===== src/rtl/bus_fabric_n.sv =====
// N-slave interconnect between the FemtoRV32 memory port and memory-mapped peripherals.
// Base/mask decode, registered request issue, ready/valid completion, timeout and sticky error capture.
//
// state   | meaning
// IDLE    | waiting for a master read or write request
// RD_REQ  | s_ren pulse to the latched slave
// RD_WAIT | waiting for s_rvalid of the latched slave
// WR_REQ  | s_wen pulse to the latched slave
// WR_WAIT | waiting for s_wready of the latched slave
// ERR     | one-cycle error completion (unmapped or timed out)
module bus_fabric_n #(
  parameter int                         N_SLAVES   = 3,
  parameter int                         DATA_W     = 32,
  parameter int                         ADDR_W     = 32,
  parameter logic [N_SLAVES*ADDR_W-1:0] SLAVE_BASE = {32'h2000_0000, 32'h1000_0000, 32'h0000_0000},
  parameter logic [N_SLAVES*ADDR_W-1:0] SLAVE_MASK = {3{32'hF000_0000}},
  parameter int                         TIMEOUT    = 255,
  parameter int                         TO_W       = 8,
  parameter logic [DATA_W-1:0]          ERR_DATA   = 32'hDEAD_BEEF
) (
  input  logic                         clk,
  input  logic                         rst,
  input  logic [ADDR_W-1:0]            mem_addr,
  input  logic [DATA_W-1:0]            mem_wdata,
  input  logic [DATA_W/8-1:0]          mem_wmask,
  input  logic                         mem_rstrb,
  output logic [DATA_W-1:0]            mem_rdata,
  output logic                         mem_rbusy,
  output logic                         mem_wbusy,
  output logic [ADDR_W-1:0]            s_addr,
  output logic [DATA_W-1:0]            s_wdata,
  output logic [DATA_W/8-1:0]          s_wstrb,
  output logic [N_SLAVES-1:0]          s_ren,
  output logic [N_SLAVES-1:0]          s_wen,
  input  logic [N_SLAVES-1:0]          s_rvalid,
  input  logic [N_SLAVES*DATA_W-1:0]   s_rdata,
  input  logic [N_SLAVES-1:0]          s_wready,
  input  logic                         err_clear,
  output logic                         err_valid,
  output logic [ADDR_W-1:0]            err_addr,
  output logic                         err_is_write
);

  localparam int IDX_W = (N_SLAVES > 1) ? $clog2(N_SLAVES) : 1;
  localparam logic [TO_W-1:0] TO_LAST = TO_W'(TIMEOUT - 1);

  typedef enum logic [2:0] {
    IDLE    = 3'd0,
    RD_REQ  = 3'd1,
    RD_WAIT = 3'd2,
    WR_REQ  = 3'd3,
    WR_WAIT = 3'd4,
    ERR     = 3'd5
  } state_t;

  state_t            state, state_nx;
  logic              hit;
  logic [IDX_W-1:0]  hit_idx;
  logic [ADDR_W-1:0] hit_mask;
  logic [IDX_W-1:0]  idx;
  logic              op_write;
  logic [ADDR_W-1:0] addr_full;
  logic [TO_W-1:0]   to_cnt;
  logic              to_hit;
  logic              wr_req, rd_req, accept;
  logic              rvalid_sel, wready_sel;
  logic [DATA_W-1:0] rdata_sel;
  logic [N_SLAVES-1:0] idx_onehot;
  logic              rd_done;

  // Reverse scan so the lowest matching index is the last one assigned.
  always_comb begin
    hit     = 1'b0;
    hit_idx = '0;
    for (int i = N_SLAVES - 1; i >= 0; i--) begin
      if ((mem_addr & SLAVE_MASK[i*ADDR_W +: ADDR_W]) == SLAVE_BASE[i*ADDR_W +: ADDR_W]) begin
        hit     = 1'b1;
        hit_idx = IDX_W'(i);
      end
    end
  end

  assign hit_mask   = SLAVE_MASK[hit_idx*ADDR_W +: ADDR_W];
  assign wr_req     = |mem_wmask;
  assign rd_req     = mem_rstrb;
  assign accept     = (state == IDLE) && (wr_req || rd_req);
  assign rvalid_sel = s_rvalid[idx];
  assign wready_sel = s_wready[idx];
  assign rdata_sel  = s_rdata[idx*DATA_W +: DATA_W];
  assign idx_onehot = N_SLAVES'(1) << idx;
  assign to_hit     = (to_cnt == TO_LAST);

  always_ff @(posedge clk) begin
    if (rst) begin
      state <= IDLE;
    end else begin
      state <= state_nx;
    end
  end

  always_comb begin
    state_nx  = state;
    s_ren     = '0;
    s_wen     = '0;
    mem_rbusy = 1'b0;
    mem_wbusy = 1'b0;
    rd_done   = 1'b0;
    case (state)
      IDLE: begin
        if (wr_req) begin
          state_nx = hit ? WR_REQ : ERR;
        end else if (rd_req) begin
          state_nx = hit ? RD_REQ : ERR;
        end
      end
      RD_REQ: begin
        s_ren     = idx_onehot;
        mem_rbusy = 1'b1;
        if (rvalid_sel) begin
          rd_done  = 1'b1;
          state_nx = IDLE;
        end else if (to_hit) begin
          state_nx = ERR;
        end else begin
          state_nx = RD_WAIT;
        end
      end
      RD_WAIT: begin
        mem_rbusy = 1'b1;
        if (rvalid_sel) begin
          rd_done  = 1'b1;
          state_nx = IDLE;
        end else if (to_hit) begin
          state_nx = ERR;
        end
      end
      WR_REQ: begin
        s_wen     = idx_onehot;
        mem_wbusy = 1'b1;
        if (wready_sel) begin
          state_nx = IDLE;
        end else if (to_hit) begin
          state_nx = ERR;
        end else begin
          state_nx = WR_WAIT;
        end
      end
      WR_WAIT: begin
        mem_wbusy = 1'b1;
        if (wready_sel) begin
          state_nx = IDLE;
        end else if (to_hit) begin
          state_nx = ERR;
        end
      end
      ERR: begin
        mem_rbusy = ~op_write;
        mem_wbusy = op_write;
        state_nx  = IDLE;
      end
      default: state_nx = IDLE;
    endcase
  end

  always_ff @(posedge clk) begin
    if (rst) begin
      idx       <= '0;
      op_write  <= 1'b0;
      addr_full <= '0;
      s_addr    <= '0;
      s_wdata   <= '0;
      s_wstrb   <= '0;
    end else if (accept) begin
      idx       <= hit_idx;
      op_write  <= wr_req;
      addr_full <= mem_addr;
      s_addr    <= mem_addr & ~hit_mask;
      if (wr_req) begin
        s_wdata <= mem_wdata;
        s_wstrb <= mem_wmask;
      end
    end
  end

  // Held at zero in IDLE so every transaction starts its budget from zero.
  always_ff @(posedge clk) begin
    if (rst || state == IDLE || state == ERR) begin
      to_cnt <= '0;
    end else begin
      to_cnt <= to_cnt + 1'b1;
    end
  end

  always_ff @(posedge clk) begin
    if (rst) begin
      mem_rdata <= '0;
    end else if (rd_done) begin
      mem_rdata <= rdata_sel;
    end else if (state == ERR && !op_write) begin
      mem_rdata <= ERR_DATA;
    end
  end

  // A new error beats a simultaneous clear and recaptures.
  always_ff @(posedge clk) begin
    if (rst) begin
      err_valid    <= 1'b0;
      err_addr     <= '0;
      err_is_write <= 1'b0;
    end else if (state == ERR && (!err_valid || err_clear)) begin
      err_valid    <= 1'b1;
      err_addr     <= addr_full;
      err_is_write <= op_write;
    end else if (err_clear) begin
      err_valid <= 1'b0;
    end
  end

endmodule


===== config.mk =====
export PLATFORM = sky130hd
export DESIGN_NAME = bus_fabric_n
export DESIGN_NICKNAME = d
export VERILOG_FILES = /design/src/rtl/bus_fabric_n.sv
export SDC_FILE = /design/constraint.sdc
export NUM_CORES = 1
export LEC_CHECK = 0
export ABC_AREA = 1
export BUFFER_PORTS_ARGS = -buffer_cell sky130_fd_sc_hd__buf_2
export CAP_MARGIN = 20
export CELL_PAD_IN_SITES_DETAIL_PLACEMENT = 1
export CELL_PAD_IN_SITES_GLOBAL_PLACEMENT = 1
export CORE_UTILIZATION = 31
export DETAILED_ROUTE_END_ITERATION = 16
export PLACE_DENSITY_LB_ADDON = 0.08
export SLEW_MARGIN = 5
export SYNTH_ARGS = -nofsm -noshare
export SYNTH_HDL_FRONTEND = slang
export SYNTH_SLANG_ARGS = --single-unit

===== constraint.sdc =====
create_clock -name clk -period 1.7 [get_ports clk]
set_input_delay 0.085 -clock clk [delete_from_list [all_inputs] [get_ports clk]]
set_output_delay 0.085 -clock clk [all_outputs]
set_load 0.03 [all_outputs]

==> reports/qor.yml <==
synth_edf_count: 0
max_freq_mhz: 614
grtUsageTotal_pct: 21.2
fillers: 2517
grt_pass1_wl_mm: 34.4
yosysTopAreaCell: "dfxtp_1"
dpl.cell_count: 1405
max-cap-violations: 0
ant_nets: 0
clock_latency_ns: 0.42
whs_ns: 0.00992
globalplace.congestion: 0.748
setup.worst_path.class: "flip-flop to output pin"
grt_max_degree: 53
final-max-slew-violation-count: 0
dpl.hpwl_mm: 15.7
first_pass_iters: 4
ys_types: 26
clock_path_buffers: 2
synth-async-reset-ratio_pct: 0
areaGrowthSynthToFinish_pct: 50.1
nNetsFinal: 1415
antenna_found_initial: 1
tightest_slew_ns: 0.483
drt_wl_total_mm: 23.4
grt_pass1_vias: 6743
ctsRootBufferMaster: "clkbuf_16"
status: "completed"
p_total_mw: 17.6
wl_per_cell_um: 15.4
rsz0062_at_grt: "true"
yosysSeqAreaShare_pct: 48.1
cp_max_fo: 9
yosys-top-cells-area: "dfxtp_1, nor2_1, o21ai_0"
drive_gt1_share_pct: 31.6
ys_ff_latch: 152
fin_crit_sh_pct: 95.9
yosysTopAreaCellShare_pct: 48.1
io_pins: 316
multiInputGateArea_mm2: 0.00274
start_kind: "flip-flop"
die_w_um: 145
ys.flop_type: "dfxtp_1"
syn_inst: 883
cts_tree: "built"
slowest_delay_ns: 0.35
antenna_cells: 0
avgSynthCellArea_um2: 7.17
route.detailed.drc: 0
layout_common_cells: "buf_2, nor2_1, dfxtp_1, nand2_1, o21ai_0"
numPortBuffers: 315
slew_headroom_pct: 67.7
clk_pin_slew_ns: 0.06
clock_sinks: 152
synth_area_mm2: 0.00633
fin_tns_setup_ns: 0
cp_data_arrival_time_ns: 1.54
yosys_warnings: 0
hold_viol: 0
cpMaxStageDelayCell: "dfxtp_1"
core-area_mm2: 0.0197
ff_latch_area_mm2: 0.00305
hold_class: "input pin to flip-flop"
via_per_inst: 4.62
leakage_nw: 4.74
required_ns: 1.62
die_area_mm2: 0.0210
skew_ns: 0.0107
overflow: 0
cts_buffers: 17
initial_core_util_pct: 32.1
htreeDepth: 4
row_count: 51
final_common_cell: "buf_2"
drtIter0Drc: 191
fin_crit_ns: 1.63
finalNonFillerCells: 1517
cp-end-kind: "output pin"
p_per_area_mw_per_mm2: 1850
crit_chain: "inv_1 -> nand4_1 -> buf_4 -> nand3_1 -> buf_2"
via_count: 7014
setup_violations: 0
synthesis.nets: 1059
peakVddDrop_mv: 0.696
die_h_um: 145
-- critical path: cells and delay by family (launching register included) --
kind	cells	cell delay, ns
buf+inv	3	0.56
flops	1	0.35
simple gates	2	0.22
-- Yosys cell counts, types with 7 or more instances --
cell      number
a21oi_1       21
a22oi_1       18
buf_2         18
buf_4         31
clkbuf_1      24
dfxtp_1      152
inv_1         21
inv_2          7
nand2_1      129
nand3_1       60
nor2_1       269
o21ai_0      103
-- final timing paths --
path                    start             to  slack (ns)  cells past startpoint
hold / removal    s_rdata[87]  mem_rdata[23]        0.01                      5
hold reg to reg    s_addr[28]     s_addr[28]        0.45                      2
setup reg to reg     state[0]    s_wdata[11]        0.15                      7
setup / recovery     state[1]      mem_rbusy        0.07                      5
-- what timing repair did --
| item | 4_1_cts | 5_1_grt |
|---|---|---|
| resized for setup | 10 | 5 |
| endpoints found under the hold margin | 76 | 0 |
| cloned | 1 | 2 |
| pin swaps | 0 | 1 |
| hold buffers | 74 | 0 |
| setup buffers | 0 | 3 |
| endpoints found under the setup margin | 4 | 13 |
-- power breakdown --
| group | switching, mW | internal [mW] |
|---|---|---|
| logic | 5.74 | 2.63 |
| clock network | 1.62 | 2.14 |
| registers | 0.699 | 4.77 |
| total | 8.06 | 9.53 |
-- kinds of logic after synthesis --
kind of cell    share of synthesized area [%]
buf+inv                                  8.84
flops                                    48.1
simple gates                             29.9
fa+ha+maj                               0.395
compound gates                           12.5
xor+xnor                                0.277
-- cell type report --
type,count,share of cell area [%]
Multi-Input combinational cell,625,28.9
Clock inverter,13,1.40
Tap cell,265,3.49
Inverter,28,1.15
Clock buffer,19,4.77
Sequential cell,152,32.1
Timing Repair Buffer,415,28.2
-- state kept, by name, summed over array words and instances (netlist names) --
signal / cells
mem_rdata: 32
addr_full: 32
s_wdata: 32
idx: 2
s_wstrb: 4
err_valid: 1
to_cnt: 8
err_is_write: 1
err_addr: 32
op_write: 1
s_addr: 4
state: 3
-- metrics by stage --
stage          setup slack (ns)  util [%]  area [um^2]
3_3_place_gp              0.124      40.7         8020
6_report                 0.0701      48.2         9500
5_1_grt                 -0.0246      48.2         9500
4_1_cts                 0.00188      47.7         9410
2_1_floorplan             0.217         -         6330
3_5_place_dp             0.0559      40.7         8020
-- layer usage --
metal	track usage (%)	share of wire, %	up-vias	routed length (um)
li1	-	-	3524	-
met1	25.2	43	3257	10100
met2	37.8	49	201	11500
met3	5.17	5.9	30	1380
met4	5.48	1.7	2	393
met5	0	0.056	-	13
No activity file was read; power rests on OpenSTA's default activity.
